File: config.mk
export PLATFORM = sky130hd
export DESIGN_NAME = hs_deadtime_ctrl
export DESIGN_NICKNAME = d
export VERILOG_FILES = /design/src/rtl/drv_ctrl_pkg.sv /design/src/rtl/dt_down_counter.sv /design/src/rtl/hs_deadtime_ctrl.sv
export SDC_FILE = /design/constraint.sdc
export NUM_CORES = 1
export LEC_CHECK = 0
export ABC_AREA = 1
export BUFFER_PORTS_ARGS = -buffer_cell sky130_fd_sc_hd__buf_4
export CORE_MARGIN = 4
export CORE_UTILIZATION = 53
export DETAILED_ROUTE_END_ITERATION = 10
export PLACE_DENSITY = 0.79
export SLEW_MARGIN = 10
export SYNTH_ARGS = -nofsm -noshare
export SYNTH_HDL_FRONTEND = slang
export SYNTH_SLANG_ARGS = --single-unit
File: constraint.sdc
create_clock -name clk -period 1.7 [get_ports clk]
set_clock_uncertainty 0.05 [all_clocks]
set_input_delay 0.51 -clock clk [delete_from_list [all_inputs] [get_ports clk]]
set_output_delay 0.51 -clock clk [all_outputs]
set_load 0.01 [all_outputs]
File: src/rtl/drv_ctrl_pkg.sv
// Shared types and default widths for the top-switch gate-command generator.
package drv_ctrl_pkg;

    localparam int DT_W_DEF    = 4;
    localparam int MINON_W_DEF = 5;
    localparam int CNT_W_DEF   = 8;

    localparam logic [CNT_W_DEF-1:0] SW_CNT_SAT = '1;

    typedef enum logic [2:0] {
        ST_IDLE,
        ST_DT_LS,
        ST_BOT_ON,
        ST_DT_HS,
        ST_TOP_ON,
        ST_FAULT_OFF
    } drv_state_t;

endpackage

File: src/rtl/dt_down_counter.sv
// Loadable down counter that stops at zero; used for dead time and minimum on-time.
module dt_down_counter #(
    parameter int DT_W = 4
) (
    input  logic            clk,
    input  logic            rst,
    input  logic            load,
    input  logic            dec,
    input  logic [DT_W-1:0] load_val,
    output logic            zero
);

    logic [DT_W-1:0] cnt_q;
    logic [DT_W-1:0] cnt_d;

    // Load wins over decrement so a state entry always starts from a fresh value.
    always_comb begin
        cnt_d = cnt_q;
        if (load) begin
            cnt_d = load_val;
        end else if (dec && (cnt_q != '0)) begin
            cnt_d = cnt_q - DT_W'(1);
        end
    end

    always_ff @(posedge clk or posedge rst) begin
        if (rst) begin
            cnt_q <= '0;
        end else begin
            cnt_q <= cnt_d;
        end
    end

    assign zero = (cnt_q == '0);

endmodule

File: src/rtl/hs_deadtime_ctrl.sv
// Converts a PWM request into non-overlapping top/bottom gate commands with dead time,
// minimum top on-time, fault latching and a saturating top-switch event counter.
module hs_deadtime_ctrl
    import drv_ctrl_pkg::*;
#(
    parameter int DT_W    = DT_W_DEF,
    parameter int MINON_W = MINON_W_DEF,
    parameter int CNT_W   = CNT_W_DEF
) (
    input  logic               clk,
    input  logic               rst,
    input  logic               CELV,
    input  logic               CELG,
    input  logic               SUB,
    input  logic               en,
    input  logic               pwm_in,
    input  logic               fault,
    input  logic               fault_clr,
    input  logic [DT_W-1:0]    dt_hs,
    input  logic [DT_W-1:0]    dt_ls,
    input  logic [MINON_W-1:0] min_on,
    output logic               top_on,
    output logic               drv_en,
    output logic               bot_on,
    output logic               fault_flag,
    output logic [CNT_W-1:0]   sw_cnt
);

    localparam logic [CNT_W-1:0] CNT_SAT =
        (CNT_W == CNT_W_DEF) ? CNT_W'(SW_CNT_SAT) : {CNT_W{1'b1}};

    drv_state_t state_q, state_d;

    logic             top_on_q, top_on_d;
    logic             bot_on_q, bot_on_d;
    logic             drv_en_q, drv_en_d;
    logic             fault_flag_q, fault_flag_d;
    logic [CNT_W-1:0] sw_cnt_q, sw_cnt_d;

    logic            dcnt_load, dcnt_dec, dcnt_zero;
    logic [DT_W-1:0] dcnt_val;
    logic            mcnt_load, mcnt_dec, mcnt_zero;

    // Supply and substrate pins exist only for netlist connectivity.
    logic unused_pins;
    assign unused_pins = CELV ^ CELG ^ SUB;

    dt_down_counter #(.DT_W(DT_W)) u_dcnt (
        .clk      (clk),
        .rst      (rst),
        .load     (dcnt_load),
        .dec      (dcnt_dec),
        .load_val (dcnt_val),
        .zero     (dcnt_zero)
    );

    dt_down_counter #(.DT_W(MINON_W)) u_mcnt (
        .clk      (clk),
        .rst      (rst),
        .load     (mcnt_load),
        .dec      (mcnt_dec),
        .load_val (min_on),
        .zero     (mcnt_zero)
    );

    always_comb begin
        state_d   = state_q;
        sw_cnt_d  = sw_cnt_q;
        dcnt_load = 1'b0;
        dcnt_val  = dt_ls;
        mcnt_load = 1'b0;

        if (fault) begin
            state_d = ST_FAULT_OFF;
        end else if (state_q == ST_FAULT_OFF) begin
            if (fault_clr) begin
                state_d = ST_IDLE;
            end
        end else if (!en) begin
            state_d = ST_IDLE;
        end else begin
            case (state_q)
                ST_IDLE: begin
                    state_d   = ST_DT_LS;
                    dcnt_load = 1'b1;
                    dcnt_val  = dt_ls;
                end
                ST_DT_LS: begin
                    if (dcnt_zero) begin
                        state_d = ST_BOT_ON;
                    end
                end
                ST_BOT_ON: begin
                    if (pwm_in) begin
                        state_d   = ST_DT_HS;
                        dcnt_load = 1'b1;
                        dcnt_val  = dt_hs;
                    end
                end
                ST_DT_HS: begin
                    if (dcnt_zero) begin
                        state_d   = ST_TOP_ON;
                        mcnt_load = 1'b1;
                        if (sw_cnt_q != CNT_SAT) begin
                            sw_cnt_d = sw_cnt_q + CNT_W'(1);
                        end
                    end
                end
                ST_TOP_ON: begin
                    // pwm_in is re-sampled every cycle; an early low request is not held.
                    if (!pwm_in && mcnt_zero) begin
                        state_d   = ST_DT_LS;
                        dcnt_load = 1'b1;
                        dcnt_val  = dt_ls;
                    end
                end
                default: state_d = ST_IDLE;
            endcase
        end

        dcnt_dec = (state_q == ST_DT_LS) || (state_q == ST_DT_HS);
        mcnt_dec = (state_q == ST_TOP_ON);

        // Outputs decode the next state so they switch on the same edge as the state.
        top_on_d     = (state_d == ST_TOP_ON);
        bot_on_d     = (state_d == ST_BOT_ON);
        drv_en_d     = (state_d != ST_IDLE) && (state_d != ST_FAULT_OFF);
        fault_flag_d = (state_d == ST_FAULT_OFF);
    end

    always_ff @(posedge clk or posedge rst) begin
        if (rst) begin
            state_q      <= ST_IDLE;
            top_on_q     <= 1'b0;
            bot_on_q     <= 1'b0;
            drv_en_q     <= 1'b0;
            fault_flag_q <= 1'b0;
            sw_cnt_q     <= '0;
        end else begin
            state_q      <= state_d;
            top_on_q     <= top_on_d;
            bot_on_q     <= bot_on_d;
            drv_en_q     <= drv_en_d;
            fault_flag_q <= fault_flag_d;
            sw_cnt_q     <= sw_cnt_d;
        end
    end

    assign top_on     = top_on_q;
    assign bot_on     = bot_on_q;
    assign drv_en     = drv_en_q;
    assign fault_flag = fault_flag_q;
    assign sw_cnt     = sw_cnt_q;

endmodule

==> report_table.html, run 1 <==
<table>
<tr><th>Metric</th><th>Value</th></tr>
<tr><th colspan="2">Power and ir drop</th></tr>
<tr><td>Fraction of power spent switching nets</td><td>38.2%</td></tr>
<tr><td>Logic gate share of total power</td><td>41.4%</td></tr>
<tr><td>Share of power burned in registers</td><td>42.7%</td></tr>
<tr><td>Internal Dissipation</td><td>0.00115 W</td></tr>
<tr><td>Total power per unit cell area</td><td>1010 nW/um^2</td></tr>
<tr><td>Worst VDD drop</td><td>0.787 mV</td></tr>
<tr><td>Clock network fraction of total power</td><td>15.8%</td></tr>
<tr><td>Net switching power</td><td>0.000713 W</td></tr>
<tr><td>Pwr Total</td><td>0.00187 W</td></tr>
<tr><td>P_leak</td><td>0.992 nW</td></tr>
<tr><th colspan="2">GRT</th></tr>
<tr><td>Largest net degree at the start of global routing</td><td>25</td></tr>
<tr><td>Initial antenna violation count</td><td>0</td></tr>
<tr><td>Wire length of the first global-routing pass</td><td>5580 microns</td></tr>
<tr><td>Aggregate global routing overflow</td><td>0</td></tr>
<tr><td>Via count of the first global-routing pass</td><td>1,332</td></tr>
<tr><td>Global Route Usage Sum</td><td>19.7%</td></tr>
<tr><th colspan="2">Worst setup path</th></tr>
<tr><td>Highest fanout seen on the critical path</td><td>8</td></tr>
<tr><td>Critical path arrival</td><td>1.76 ns</td></tr>
<tr><td>Endpoint class of the critical path</td><td>flip-flop</td></tr>
<tr><td>Worst setup path category</td><td>flip-flop to flip-flop</td></tr>
<tr><td>Required time at the worst-slack endpoint</td><td>1.89 ns</td></tr>
<tr><td>Critical path startpoint category</td><td>flip-flop</td></tr>
<tr><th colspan="2">STA</th></tr>
<tr><td>Final count of negative-setup-slack endpoints</td><td>0</td></tr>
<tr><td>Post-route minimum period</td><td>1.58 ns</td></tr>
<tr><td>Ratio of final minimum period to clock period</td><td>92.7%</td></tr>
<tr><td>Worst slew margin relative to its limit</td><td>75.8%</td></tr>
<tr><td>Min Hold Slack</td><td>0.187 ns</td></tr>
<tr><td>Top achievable clock speed</td><td>635 MHz</td></tr>
<tr><td>Setup total negative slack</td><td>0 ns</td></tr>
<tr><td>Hold Violations, Final</td><td>0</td></tr>
<tr><td>Final-report max-slew violation count</td><td>0</td></tr>
<tr><td>Slew of the pin with the lowest slew margin</td><td>0.361 ns</td></tr>
<tr><th colspan="2">Yosys</th></tr>
<tr><td>Per-instance average area after synthesis</td><td>7.61 sq um</td></tr>
<tr><td>Synthesized net count</td><td>220</td></tr>
<tr><td>Cell count after synthesis</td><td>194</td></tr>
<tr><td>Post-synthesis sequential area ratio</td><td>40.7%</td></tr>
<tr><td>Count of state elements after synthesis</td><td>24</td></tr>
<tr><td>Number of warning messages in the yosys log</td><td>0</td></tr>
<tr><td>Synthesized cell area</td><td>1480 sq um</td></tr>
<tr><td>Distinct cell type count after synthesis</td><td>26</td></tr>
<tr><th colspan="2">Finish</th></tr>
<tr><td>Relative area change from synthesis to final layout</td><td>24.8%</td></tr>
<tr><td>Share of final-layout standard cells stronger than drive strength 1</td><td>27.4%</td></tr>
<tr><td># nets final</td><td>261</td></tr>
<tr><td>Antenna Diode Count</td><td>0</td></tr>
<tr><td>Post-layout instance count excluding filler cells</td><td>264</td></tr>
<tr><td>Fill cell total of the finished layout</td><td>215</td></tr>
<tr><th colspan="2">Clock tree</th></tr>
<tr><td>TritonCTS clock tree</td><td>yes</td></tr>
<tr><td>Clock buffers created by TritonCTS</td><td>3</td></tr>
<tr><td>Clock transition at path regs</td><td>0.13 ns</td></tr>
<tr><td>Clock sink total</td><td>24</td></tr>
<tr><td>Cell at the root of the clock tree</td><td>sky130_fd_sc_hd__clkbuf_4</td></tr>
<tr><td>Hold buffer count at cts</td><td>0</td></tr>
<tr><td>Latest clock arrival within the worst-skew pair</td><td>0.31 ns</td></tr>
<tr><td>Buffer levels on the longest clock path</td><td>2</td></tr>
<tr><td>H-Tree Level Count</td><td>1</td></tr>
<tr><th colspan="2">Placed design</th></tr>
<tr><td>Number of buffers added on ports</td><td>30</td></tr>
<tr><td>Detailed-placement wirelength estimate</td><td>2560 microns</td></tr>
<tr><td>Final weighted congestion of routability-driven global placement</td><td>0.843</td></tr>
<tr><td>Inst Count DP</td><td>257</td></tr>
<tr><th colspan="2">Hold path</th></tr>
<tr><td>Hold Crit Class</td><td>input pin to asynchronous set/reset pin</td></tr>
<tr><th colspan="2">Floorplanning</th></tr>
<tr><td>Die height</td><td>60.8 microns</td></tr>
<tr><td>Initial core utilization</td><td>57.5%</td></tr>
<tr><td>Die Footprint</td><td>3690 sq um</td></tr>
<tr><td>X dimension of the die</td><td>60.8 microns</td></tr>
<tr><td>Floorplan core area</td><td>2570 sq um</td></tr>
<tr><td>Num ports</td><td>34</td></tr>
<tr><td>Floorplan row count</td><td>18</td></tr>
<tr><th colspan="2">Routing</th></tr>
<tr><td>Via-per-instance ratio</td><td>5.17</td></tr>
<tr><td>Wire length per cell after detailed routing</td><td>12.2 microns</td></tr>
<tr><td>Post-route DRC violation count</td><td>0</td></tr>
<tr><td>Detailed-route wire length</td><td>3210 microns</td></tr>
<tr><td>Initial drt markers</td><td>40</td></tr>
<tr><td>Antenna-violating nets left</td><td>0</td></tr>
<tr><td>First drt pass iteration count</td><td>4</td></tr>
<tr><td>Routed via count</td><td>1,364</td></tr>
<tr><th colspan="2">Run</th></tr>
<tr><td>Max-cap viol count</td><td>0</td></tr>
<tr><th colspan="2">Outcome</th></tr>
<tr><td>Outcome</td><td>finished, final reports clean</td></tr>
</table>
==> kinds of logic after synthesis <==
| family | share of synthesized area (%) |
|---|---|
| buffers and inverters | 9.15 |
| xor gates and xnor gates | 6.44 |
| AOI/OAI and AO/OA | 12.1 |
| DFF | 40.7 |
| adders and majority gates | 3.39 |
| and+or+nand+nor | 28.2 |
==> final timing paths <==
check                                      from         endpoint  slack [ns]  cells after the start
min in group clk                          fault           drv_en        0.35                      2
max in group asynchronous                   rst       state_q[2]        1.18                      3
worst max-delay path            u_dcnt.cnt_q[1]        sw_cnt[7]        0.12                      9
worst max register to register  u_dcnt.cnt_q[1]        sw_cnt[7]        0.12                      9
worst min register to register        sw_cnt[6]        sw_cnt[6]        0.49                      1
worst min-delay path                        rst  u_dcnt.cnt_q[2]        0.19                      3
==> cell usage after synthesis <==
cell / number / area, sq um
sky130_fd_sc_hd__nand3_2: 1 / 10.0
sky130_fd_sc_hd__o21ai_0: 13 / 65.1
sky130_fd_sc_hd__o21ai_2: 2 / 17.5
sky130_fd_sc_hd__a21oi_2: 1 / 8.76
sky130_fd_sc_hd__buf_6: 1 / 11.3
sky130_fd_sc_hd__o21ai_1: 4 / 20.0
sky130_fd_sc_hd__nand3_1: 10 / 50.1
sky130_fd_sc_hd__nor2_1: 17 / 63.8
sky130_fd_sc_hd__nand3b_1: 2 / 15.0
sky130_fd_sc_hd__ha_1: 4 / 50.1
sky130_fd_sc_hd__a211oi_1: 1 / 7.51
sky130_fd_sc_hd__inv_2: 5 / 18.8
sky130_fd_sc_hd__nor3_4: 1 / 16.3
sky130_fd_sc_hd__nand2_1: 50 / 188
sky130_fd_sc_hd__xor2_1: 7 / 61.3
sky130_fd_sc_hd__dfrtp_1: 24 / 601
sky130_fd_sc_hd__a21oi_1: 3 / 15.0
sky130_fd_sc_hd__inv_1: 28 / 105
sky130_fd_sc_hd__nand4_1: 3 / 18.8
sky130_fd_sc_hd__o31ai_1: 1 / 7.51
sky130_fd_sc_hd__xnor2_1: 2 / 17.5
sky130_fd_sc_hd__xor2_2: 1 / 16.3
sky130_fd_sc_hd__nand2_2: 4 / 25.0
sky130_fd_sc_hd__o211ai_1: 5 / 37.5
sky130_fd_sc_hd__nor2_4: 1 / 11.3
sky130_fd_sc_hd__nor2_2: 3 / 18.8
==> metal layers <==
metal  track usage [%]  vias up  part of all wire (%)
met1              24.7      621                    44
li1                  -      696                     -
met2              33.9       43                    49
met3              3.62        4                   5.9
met5                 0        -                     0
met4              6.81        0                   1.0
==> worst max-delay path, cell delays in order, from the launching register on <==
cell                      delay (ns)
sky130_fd_sc_hd__dfrtp_1        0.43
sky130_fd_sc_hd__inv_2          0.10
sky130_fd_sc_hd__ha_4           0.15
sky130_fd_sc_hd__nand2_4        0.06
sky130_fd_sc_hd__nor2_4         0.13
sky130_fd_sc_hd__nand4_1        0.16
sky130_fd_sc_hd__nor2_2         0.15
sky130_fd_sc_hd__buf_6          0.14
sky130_fd_sc_hd__nand2_1        0.05
sky130_fd_sc_hd__o21ai_1        0.07
==> timing repair <==
item	4_1_cts	5_1_grt
setup endpoints to repair	4	13
pin swaps	0	5
cloned	0	0
setup buffers	0	3
resized for setup	1	10
==> placed cells by master, fill, tap and decap left out, drive strengths merged <==
cell type / netlist / layout
a211oi: 1 / 1
a21oi: 4 / 4
buf: 1 / 37
clkbuf: 0 / 4
dfrtp: 24 / 24
ha: 4 / 4
inv: 33 / 33
nand2: 54 / 54
nand3: 11 / 11
nand3b: 2 / 2
nand4: 3 / 3
nor2: 21 / 21
nor3: 1 / 1
o211ai: 5 / 5
o21ai: 19 / 19
o31ai: 1 / 1
xnor2: 2 / 2
xor2: 8 / 8
==> stage by stage <==
step	utilization [%]	instance area, sq um	setup slack, ns
3_3_place_gp	68.5	1760	0.0716
4_1_cts	70.1	1800	0.0182
2_1_floorplan	-	1480	0.210
6_report	71.8	1840	0.124
3_5_place_dp	68.5	1760	-0.0204
5_1_grt	71.8	1840	-0.0208
==> area by class of cell <==
class | count | area (sq um) | area share [%]
repair buffers | 37 | 282 | 15.3
multi-input cells | 136 | 763 | 41.4
flip-flops and latches | 24 | 601 | 32.6
inverters | 33 | 124 | 6.72
well taps | 30 | 37.5 | 2.04
clock buffers | 4 | 36.3 | 1.97
==> registers in the layout, indices dropped and copies added, names as in the netlist <==
register / count
sw_cnt: 8
u_mcnt.cnt_q: 5
u_dcnt.cnt_q: 4
state_q: 3
bot_on: 1
drv_en: 1
fault_flag: 1
top_on: 1
==> power by group through the flow <==
stage | logic (W) | clock network [W] | registers (W)
2_1_floorplan | 0.000517 | 0 | 0.000777
3_3_place_gp | 0.000647 | 0 | 0.000787
3_5_place_dp | 0.000684 | 0 | 0.000799
4_1_cts | 0.000699 | 0.000305 | 0.000790
5_1_grt | 0.000880 | 0.000324 | 0.000812
6_report | 0.000772 | 0.000296 | 0.000797
Power figures use the tool's default switching activity.
==> inputs of run 2 (changes only) <==
--- a/config.mk
+++ b/config.mk
@@ -5,10 +5,11 @@
 export SDC_FILE = /design/constraint.sdc
 export NUM_CORES = 1
 export LEC_CHECK = 0
-export ABC_AREA = 1
+export ABC_AREA = 0
 export BUFFER_PORTS_ARGS = -buffer_cell sky130_fd_sc_hd__buf_4
+export CAP_MARGIN = 10
 export CORE_MARGIN = 4
-export CORE_UTILIZATION = 53
+export CORE_UTILIZATION = 52
 export DETAILED_ROUTE_END_ITERATION = 10
 export PLACE_DENSITY = 0.79
 export SLEW_MARGIN = 10
==> run 2 against run 1 <==
The flow now finishes with violations (negative setup slack). Via count is 5.9% lower. Worst hold slack worse by 0.014 ns. Sequential share of layout area down 3.4 points. Total power increased by 5.9%. Critical path depth shrank 3. Clock power rose by 3%. Cell count decreased by 15%. Sequential cell count is the same. Combinational power is 15% higher. Die area shrank 7.5%. Register-to-register slack worse by 0.34 ns. Cell area is 11% higher.
==> report_table.html, run 2 <==
<table>
<tr><th>Metric</th><th>Value</th></tr>
<tr><th colspan="2">Outcome</th></tr>
<tr><td>Outcome</td><td>finished, violations left</td></tr>
<tr><td>Failing checks</td><td>negative setup slack</td></tr>
<tr><th colspan="2">Clock tree</th></tr>
<tr><td>H-Tree Level Count</td><td>1</td></tr>
<tr><td>Clock buffers created by TritonCTS</td><td>3</td></tr>
<tr><td>Hold buffer count at cts</td><td>0</td></tr>
<tr><td>Clock transition at path regs</td><td>0.13 ns</td></tr>
<tr><td>Clock sink total</td><td>24</td></tr>
<tr><td>Cell at the root of the clock tree</td><td>sky130_fd_sc_hd__clkbuf_4</td></tr>
<tr><td>Buffer levels on the longest clock path</td><td>2</td></tr>
<tr><td>Latest clock arrival within the worst-skew pair</td><td>0.32 ns</td></tr>
<tr><td>TritonCTS clock tree</td><td>yes</td></tr>
<tr><th colspan="2">Yosys</th></tr>
<tr><td>Number of synthesized flops with an enable pin</td><td>0</td></tr>
<tr><td>Number of warning messages in the yosys log</td><td>0</td></tr>
<tr><td>Count of state elements after synthesis</td><td>24</td></tr>
<tr><td>Ys flop type</td><td>sky130_fd_sc_hd__dfrtp_1</td></tr>
<tr><td>Area share of the leading cell type in the synthesized netlist</td><td>45.4%</td></tr>
<tr><td>Cell count after synthesis</td><td>129</td></tr>
<tr><td>Proportion of register bits with asynchronous set or reset after synthesis</td><td>100%</td></tr>
<tr><td>Synthesized cell area</td><td>1320 sq um</td></tr>
<tr><td>Area leader, netlist</td><td>sky130_fd_sc_hd__dfrtp_1</td></tr>
<tr><td>Post-synthesis sequential area ratio</td><td>45.4%</td></tr>
<tr><td>Distinct cell type count after synthesis</td><td>30</td></tr>
<tr><td>Cell types occupying the most area after synthesis</td><td>sky130_fd_sc_hd__dfrtp_1 45%, sky130_fd_sc_hd__mux2i_1 7.6%, sky130_fd_sc_hd__xor2_1 6.0%</td></tr>
<tr><td>Per-instance average area after synthesis</td><td>10.3 sq um</td></tr>
<tr><td>Most frequent cells after synthesis</td><td>24 x sky130_fd_sc_hd__dfrtp_1, 12 x sky130_fd_sc_hd__nor2_1, 10 x sky130_fd_sc_hd__mux2i_1</td></tr>
<tr><td>Top-count cell post-synth</td><td>sky130_fd_sc_hd__dfrtp_1</td></tr>
<tr><td>Synthesized net count</td><td>155</td></tr>
<tr><th colspan="2">STA</th></tr>
<tr><td>Min Hold Slack</td><td>0.173 ns</td></tr>
<tr><td>Worst slew margin relative to its limit</td><td>63.6%</td></tr>
<tr><td>Ratio of final minimum period to clock period</td><td>113%</td></tr>
<tr><td>Hold Violations, Final</td><td>0</td></tr>
<tr><td>Post-route setup slack</td><td>-0.217 ns</td></tr>
<tr><td>Unrepaired setup endpoints after global routing</td><td>yes</td></tr>
<tr><td>Post-route minimum period</td><td>1.92 ns</td></tr>
<tr><td>Top achievable clock speed</td><td>522 MHz</td></tr>
<tr><td>Final-report max-slew violation count</td><td>0</td></tr>
<tr><td>Slew of the pin with the lowest slew margin</td><td>0.545 ns</td></tr>
<tr><td>Final count of negative-setup-slack endpoints</td><td>14</td></tr>
<tr><th colspan="2">GRT</th></tr>
<tr><td>Via count of the first global-routing pass</td><td>1,275</td></tr>
<tr><td>Global Route Usage Sum</td><td>21.8%</td></tr>
<tr><td>Wire length of the first global-routing pass</td><td>5670 microns</td></tr>
<tr><td>Aggregate global routing overflow</td><td>0</td></tr>
<tr><td>Largest net degree at the start of global routing</td><td>25</td></tr>
<tr><td>Initial antenna violation count</td><td>0</td></tr>
<tr><th colspan="2">Finish</th></tr>
<tr><td>Commonest cells after routing, fill and taps aside</td><td>60 x sky130_fd_sc_hd__buf_4, 24 x sky130_fd_sc_hd__dfrtp_1, 10 x sky130_fd_sc_hd__mux2i_1</td></tr>
<tr><td>Flip-flop count of the largest register after layout</td><td>8</td></tr>
<tr><td>Post-layout instance count excluding filler cells</td><td>224</td></tr>
<tr><td>Design Area, Final</td><td>2050 sq um</td></tr>
<tr><td># nets final</td><td>221</td></tr>
<tr><td>Most frequent standard cell in the layout excluding fill and tap cells</td><td>sky130_fd_sc_hd__buf_4</td></tr>
<tr><td>Antenna Diode Count</td><td>0</td></tr>
<tr><td>Fill cell total of the finished layout</td><td>138</td></tr>
<tr><td>Share of final-layout standard cells stronger than drive strength 1</td><td>50.0%</td></tr>
<tr><td>Relative area change from synthesis to final layout</td><td>55.2%</td></tr>
<tr><th colspan="2">Worst setup path</th></tr>
<tr><td>Critical path arrival</td><td>2.12 ns</td></tr>
<tr><td>Max incr delay on CP</td><td>0.48 ns</td></tr>
<tr><td>Kind of cell with the highest combined delay on the critical path</td><td>simple AND/OR/NAND/NOR gates</td></tr>
<tr><td>Number of cells traversed by the worst register-to-register path</td><td>6</td></tr>
<tr><td>Highest fanout seen on the critical path</td><td>4</td></tr>
<tr><td>Origin of the worst setup path</td><td>u_mcnt.cnt_q[0]</td></tr>
<tr><td>Critical path startpoint category</td><td>flip-flop</td></tr>
<tr><td>Critical path buffers and inverters</td><td>1</td></tr>
<tr><td>Required time at the worst-slack endpoint</td><td>1.90 ns</td></tr>
<tr><td>Chain of cells forming the critical path</td><td>inv_2 &gt; ha_1 &gt; or4b_4 &gt; nand2b_4 &gt; a211o_4 &gt; mux2i_1</td></tr>
<tr><td>Beginning of the worst register-to-register path</td><td>u_mcnt.cnt_q[0]</td></tr>
<tr><td>Critical-path top delay cell</td><td>sky130_fd_sc_hd__or4b_4</td></tr>
<tr><td>Endpoint class of the critical path</td><td>flip-flop</td></tr>
<tr><td>Levels on crit path</td><td>6</td></tr>
<tr><td>Worst setup path category</td><td>flip-flop to flip-flop</td></tr>
<tr><th colspan="2">Power and ir drop</th></tr>
<tr><td>Worst VDD drop</td><td>0.835 mV</td></tr>
<tr><td>Pwr Total</td><td>0.00198 W</td></tr>
<tr><td>Total power per unit cell area</td><td>962 nW/um^2</td></tr>
<tr><td>P_leak</td><td>0.995 nW</td></tr>
<tr><th colspan="2">Placed design</th></tr>
<tr><td>Number of buffers added on ports</td><td>30</td></tr>
<tr><td>Detailed-placement wirelength estimate</td><td>2390 microns</td></tr>
<tr><td>Post-DP Area</td><td>1790 sq um</td></tr>
<tr><td>Worst slack at placement</td><td>-0.264 ns</td></tr>
<tr><td>Final weighted congestion of routability-driven global placement</td><td>0.819</td></tr>
<tr><td>Inst Count DP</td><td>211</td></tr>
<tr><th colspan="2">Routing</th></tr>
<tr><td>Routed via count</td><td>1,284</td></tr>
<tr><td>Post-route DRC violation count</td><td>0</td></tr>
<tr><td>Initial drt markers</td><td>82</td></tr>
<tr><td>Via-per-instance ratio</td><td>5.73</td></tr>
<tr><td>Wire length per cell after detailed routing</td><td>17.6 microns</td></tr>
<tr><td>Detailed-route wire length</td><td>3950 microns</td></tr>
<tr><td>Antenna-violating nets left</td><td>0</td></tr>
<tr><td>First drt pass iteration count</td><td>4</td></tr>
<tr><th colspan="2">Floorplanning</th></tr>
<tr><td>Floorplan row count</td><td>18</td></tr>
<tr><td>Num ports</td><td>34</td></tr>
<tr><td>X dimension of the die</td><td>58.5 microns</td></tr>
<tr><td>Die Footprint</td><td>3420 sq um</td></tr>
<tr><td>Initial core utilization</td><td>53.9%</td></tr>
<tr><td>Floorplan core area</td><td>2450 sq um</td></tr>
<tr><td>Die height</td><td>58.5 microns</td></tr>
<tr><th colspan="2">Hold path</th></tr>
<tr><td>Hold Crit Class</td><td>input pin to asynchronous set/reset pin</td></tr>
<tr><th colspan="2">Run</th></tr>
<tr><td>Max-cap viol count</td><td>0</td></tr>
</table>
[run 2: changes by cell type after synthesis, sizes merged, moves of 2 or more]
cell,change
nor2,-9
nand2,-47
buf,+2
nor4bb,+2
mux2i,+10
mux2,+4
nor3,+4
nand2b,+3
o211ai,-5
nor4,+5
o21ai,-17
nand3,-7
inv,-25
nor3b,+5
[run 2: power breakdown]
group          internal [W]  total (W)  switching, W  leakage [nW]
combinational      0.000506   0.000884      0.000379         0.672
clock              0.000131   0.000304      0.000173        0.0210
sequential         0.000689   0.000788     0.0000992         0.302
[run 2: worst register-to-register path, delay by kind of cell (launching register included)]
family                   cells  cell delay, ns
flip-flops                   1            0.42
buffers and inverters        1            0.06
AO/OA/AOI/OAI                1            0.36
multiplexers                 1            0.17
adder cells (fa/ha/maj)      1            0.13
AND/OR/NAND/NOR              2            0.66
[run 2: worst paths after layout]
check,endpoint,slack [ns]
worst max-delay path,u_dcnt.cnt_q[1],-0.22
worst min-delay path,u_mcnt.cnt_q[0],0.17
worst max register to register,u_dcnt.cnt_q[1],-0.22
worst min register to register,sw_cnt[7],0.49
max in group asynchronous,bot_on,1.18
min in group clk,u_mcnt.cnt_q[4],0.39
[run 2: routing by layer]
| layer | share of wire, % | global-route usage, % |
|---|---|---|
| met1 | 38 | 25.7 |
| met2 | 54 | 38.8 |
| met3 | 4.8 | 2.41 |
| met4 | 2.5 | 10.9 |
| met5 | 0 | 0 |
[run 2: cell type report]
cell class | instances | area (sq um) | share of cell area (%)
clock buffer | 4 | 36.3 | 1.77
inverter | 8 | 30.0 | 1.46
multi-input combinational | 93 | 843 | 41.0
sequential | 24 | 601 | 29.2
tap | 30 | 37.5 | 1.83
timing repair buffer | 65 | 507 | 24.7
[run 2: kinds of logic (layout without fill, tap and decap cells)]
kind of cell | count (synthesis) | after routing | synth area share, %
AOI/OAI and AO/OA | 11 | 11 | 5.77
xor gates and xnor gates | 12 | 12 | 7.94
buffers and inverters | 12 | 77 | 3.69
adders and majority gates | 4 | 4 | 3.78
DFF | 24 | 24 | 45.4
muxes | 14 | 14 | 11.0
and+or+nand+nor | 52 | 52 | 22.5
[run 2: per-stage QoR]
step | setup TNS [ns] | utilization (%)
global route | -2.83 | 83.7
detailed placement | -2.72 | 72.8
CTS | -1.70 | 77.2
finish | -1.87 | 83.7
floorplan | -0.871 | -
global placement | -1.94 | 72.8
[run 2: repair_timing]
item	in CTS	in global routing
pin swaps	4	13
endpoints found under the setup margin	20	22
resized for setup	10	25
buffers inserted	3	6
==> inputs of run 3 (changes only) <==
--- a/config.mk
+++ b/config.mk
@@ -6,12 +6,12 @@
 export NUM_CORES = 1
 export LEC_CHECK = 0
 export ABC_AREA = 0
-export BUFFER_PORTS_ARGS = -buffer_cell sky130_fd_sc_hd__buf_4
-export CAP_MARGIN = 10
+export BUFFER_PORTS_ARGS = -buffer_cell sky130_fd_sc_hd__buf_2
 export CORE_MARGIN = 4
 export CORE_UTILIZATION = 52
 export DETAILED_ROUTE_END_ITERATION = 10
 export PLACE_DENSITY = 0.79
+export SETUP_SLACK_MARGIN = 0.4
 export SLEW_MARGIN = 10
 export SYNTH_ARGS = -nofsm -noshare
 export SYNTH_HDL_FRONTEND = slang
==> run 3 against run 2 <==
The run still ends with negative setup slack left. Register-to-register slack gained 0.02 ns. Die area is the same. Non-clock buffer count grew 15. Wire length grew 9.1%. Utilization grew 4.2 points. Via count grew 4.0%. Combinational power grew 5.5%. Worst hold slack lost 0.017 ns. Sequential cell count is the same. Clock power grew 6%. First-iteration DRC count shrank 57%. Global-route usage grew 1.2 points. Largest power group unchanged.
==> report_table.html, run 3 (same netlist as run 2, synthesis figures left out) <==
<table>
<tr><th>Metric</th><th>Value</th></tr>
<tr><th colspan="2">Placed design</th></tr>
<tr><td>Detailed-placement wirelength estimate</td><td>2320 microns</td></tr>
<tr><td>Final weighted congestion of routability-driven global placement</td><td>0.827</td></tr>
<tr><td>Number of buffers added on ports</td><td>30</td></tr>
<tr><td>Worst slack at placement</td><td>-0.185 ns</td></tr>
<tr><th colspan="2">Finish</th></tr>
<tr><td>Flip-flop count of the largest register after layout</td><td>8</td></tr>
<tr><td>Commonest cells after routing, fill and taps aside</td><td>47 x sky130_fd_sc_hd__buf_4, 30 x sky130_fd_sc_hd__buf_2, 23 x sky130_fd_sc_hd__dfrtp_1</td></tr>
<tr><td>Multi-input logic area</td><td>893 sq um</td></tr>
<tr><td>Relative area change from synthesis to final layout</td><td>63.0%</td></tr>
<tr><td>Antenna Diode Count</td><td>0</td></tr>
<tr><td>Area taken by flip-flops and latches</td><td>602 sq um</td></tr>
<tr><td>Share of final-layout standard cells stronger than drive strength 1</td><td>56.9%</td></tr>
<tr><td># nets final</td><td>236</td></tr>
<tr><td>Fill cell total of the finished layout</td><td>94</td></tr>
<tr><td>Most frequent standard cell in the layout excluding fill and tap cells</td><td>sky130_fd_sc_hd__buf_4</td></tr>
<tr><th colspan="2">Routing</th></tr>
<tr><td>Post-route DRC violation count</td><td>0</td></tr>
<tr><td>Routed via count</td><td>1,336</td></tr>
<tr><td>Wire length per cell after detailed routing</td><td>18.0 microns</td></tr>
<tr><td>Met1 wire length</td><td>1850 microns</td></tr>
<tr><td>Via-per-instance ratio</td><td>5.59</td></tr>
<tr><td>Highest signal layer in the routed design</td><td>met4</td></tr>
<tr><td>First drt pass iteration count</td><td>4</td></tr>
<tr><td>Initial drt markers</td><td>35</td></tr>
<tr><td>Sum of met2 wire segment lengths after detailed routing</td><td>2120 microns</td></tr>
<tr><td>Detailed-route wire length</td><td>4310 microns</td></tr>
<tr><td>Antenna-violating nets left</td><td>0</td></tr>
<tr><td>Met3 wire length</td><td>201 microns</td></tr>
<tr><th colspan="2">Worst setup path</th></tr>
<tr><td>Beginning of the worst register-to-register path</td><td>u_mcnt.cnt_q[0]</td></tr>
<tr><td>Highest fanout seen on the critical path</td><td>4</td></tr>
<tr><td>Origin of the worst setup path</td><td>u_mcnt.cnt_q[0]</td></tr>
<tr><td>Endpoint class of the critical path</td><td>flip-flop</td></tr>
<tr><td>Required time at the worst-slack endpoint</td><td>1.92 ns</td></tr>
<tr><td>Chain of cells forming the critical path</td><td>inv_2 &gt; ha_4 &gt; or4b_4 &gt; nand2b_4 &gt; a211o_4 &gt; mux2i_1</td></tr>
<tr><td>Critical-path top delay cell</td><td>sky130_fd_sc_hd__or4b_4</td></tr>
<tr><td>Critical path arrival</td><td>2.11 ns</td></tr>
<tr><td>Levels on crit path</td><td>6</td></tr>
<tr><td>R2R Setup Slk</td><td>-0.20 ns</td></tr>
<tr><td>End point of the critical path</td><td>u_dcnt.cnt_q[1]</td></tr>
<tr><td>Critical path buffers and inverters</td><td>1</td></tr>
<tr><td>Worst setup path category</td><td>flip-flop to flip-flop</td></tr>
<tr><td>Number of cells traversed by the worst register-to-register path</td><td>6</td></tr>
<tr><td>Kind of cell with the highest combined delay on the critical path</td><td>simple AND/OR/NAND/NOR gates</td></tr>
<tr><td>Max incr delay on CP</td><td>0.45 ns</td></tr>
<tr><td>R2r endpoint</td><td>u_dcnt.cnt_q[1]</td></tr>
<tr><td>Critical path startpoint category</td><td>flip-flop</td></tr>
<tr><th colspan="2">GRT</th></tr>
<tr><td>Aggregate global routing overflow</td><td>0</td></tr>
<tr><td>Wire length of the first global-routing pass</td><td>5890 microns</td></tr>
<tr><td>Largest net degree at the start of global routing</td><td>25</td></tr>
<tr><td>Global Route Usage Sum</td><td>22.9%</td></tr>
<tr><td>Initial antenna violation count</td><td>0</td></tr>
<tr><td>Via count of the first global-routing pass</td><td>1,251</td></tr>
<tr><th colspan="2">Clock tree</th></tr>
<tr><td>H-Tree Level Count</td><td>1</td></tr>
<tr><td>Clock transition at path regs</td><td>0.14 ns</td></tr>
<tr><td>Clock sink total</td><td>24</td></tr>
<tr><td>TritonCTS clock tree</td><td>yes</td></tr>
<tr><td>Cell at the root of the clock tree</td><td>sky130_fd_sc_hd__clkbuf_4</td></tr>
<tr><td>Clock buffers created by TritonCTS</td><td>3</td></tr>
<tr><td>Buffer levels on the longest clock path</td><td>2</td></tr>
<tr><td>Latest clock arrival within the worst-skew pair</td><td>0.34 ns</td></tr>
<tr><th colspan="2">Power and ir drop</th></tr>
<tr><td>P_leak</td><td>1.07 nW</td></tr>
<tr><td>Pwr Total</td><td>0.00204 W</td></tr>
<tr><td>Total power per unit cell area</td><td>947 nW/um^2</td></tr>
<tr><td>Worst VDD drop</td><td>1.30 mV</td></tr>
<tr><th colspan="2">Floorplanning</th></tr>
<tr><td>Floorplan row count</td><td>18</td></tr>
<tr><td>X dimension of the die</td><td>58.5 microns</td></tr>
<tr><td>Floorplan core area</td><td>2450 sq um</td></tr>
<tr><td>Initial core utilization</td><td>53.9%</td></tr>
<tr><td>Die Footprint</td><td>3420 sq um</td></tr>
<tr><td>Die height</td><td>58.5 microns</td></tr>
<tr><td>Num ports</td><td>34</td></tr>
<tr><th colspan="2">STA</th></tr>
<tr><td>Post-route minimum period</td><td>1.90 ns</td></tr>
<tr><td>Final count of negative-setup-slack endpoints</td><td>21</td></tr>
<tr><td>Slew of the pin with the lowest slew margin</td><td>0.362 ns</td></tr>
<tr><td>Worst slew margin relative to its limit</td><td>75.8%</td></tr>
<tr><td>Unrepaired setup endpoints after global routing</td><td>yes</td></tr>
<tr><td>Top achievable clock speed</td><td>527 MHz</td></tr>
<tr><td>Ratio of final minimum period to clock period</td><td>112%</td></tr>
<tr><td>Min Hold Slack</td><td>0.157 ns</td></tr>
<tr><td>Post-route setup slack</td><td>-0.198 ns</td></tr>
<tr><td>Final-report max-slew violation count</td><td>0</td></tr>
<tr><td>Hold Violations, Final</td><td>0</td></tr>
<tr><th colspan="2">Run</th></tr>
<tr><td>Max-cap viol count</td><td>0</td></tr>
<tr><th colspan="2">Hold path</th></tr>
<tr><td>Hold Crit Class</td><td>input pin to asynchronous set/reset pin</td></tr>
<tr><th colspan="2">Outcome</th></tr>
<tr><td>Failing checks</td><td>negative setup slack</td></tr>
<tr><td>Outcome</td><td>finished, violations left</td></tr>
</table>
[run 3: cell count changes in the layout (fill, tap and decap cells not counted), sizes merged]
cell / previous run / this run
buf: 65 / 79
clkbuf: 4 / 5
[run 3: worst min-delay path: stages]
cell and delay (ns):
sky130_fd_sc_hd__buf_2 0.10, sky130_fd_sc_hd__inv_1 0.05, sky130_fd_sc_hd__buf_4 0.30
[run 3: worst min-delay path by stage]
stage,slack (ns),endpoint,depth (start not counted),start
3_3_place_gp,0.43,sw_cnt[7],1,sw_cnt[7]
2_1_floorplan,0.47,bot_on,1,rst
5_1_grt,0.19,sw_cnt[2],3,rst
3_5_place_dp,0.43,sw_cnt[7],1,sw_cnt[7]
4_1_cts,0.17,sw_cnt[2],3,rst
6_report,0.16,u_mcnt.cnt_q[1],3,rst
[run 3: power breakdown]
| group | leakage, nW | internal [W] | switching, W |
|---|---|---|---|
| clock network | 0.0210 | 0.000132 | 0.000192 |
| logic | 0.749 | 0.000523 | 0.000410 |
| registers | 0.301 | 0.000689 | 0.0000984 |
| total | 1.07 | 0.00134 | 0.000700 |
[run 3: timing repair]
action / CTS / global route
gates cloned: 0 / 1
endpoints found under the setup margin: 35 / 35
buffers inserted: 13 / 12
pin swaps: 11 / 11
hold buffers: 0 / 0
resized for setup: 14 / 20
[run 3: cell type report]
type                       instances  share of cell area (%)
clock buffer                       4                    1.68
sequential                        24                    27.9
inverter                           8                    1.39
multi-input combinational         93                    41.4
tap                               30                    1.74
timing repair buffer              80                    25.9
[run 3: per-layer routing]
layer  vias up  track usage, %
li1        612               -
met1       672            28.7
met2        41            40.0
met3        11            2.85
met4         0            8.94
met5         -               0
[run 3: metrics by stage]
step                      util, %  area [sq um]  instances  TNS [ns]
after detailed placement     70.9          1740        209     -1.83
after global routing         87.9          2160        239     -4.13
after CTS                    79.9          1960        226     -1.51
final                        87.9          2160        239     -2.55
after global placement       70.9          1740        209     -1.20
after floorplan                 -          1400        129     -1.02
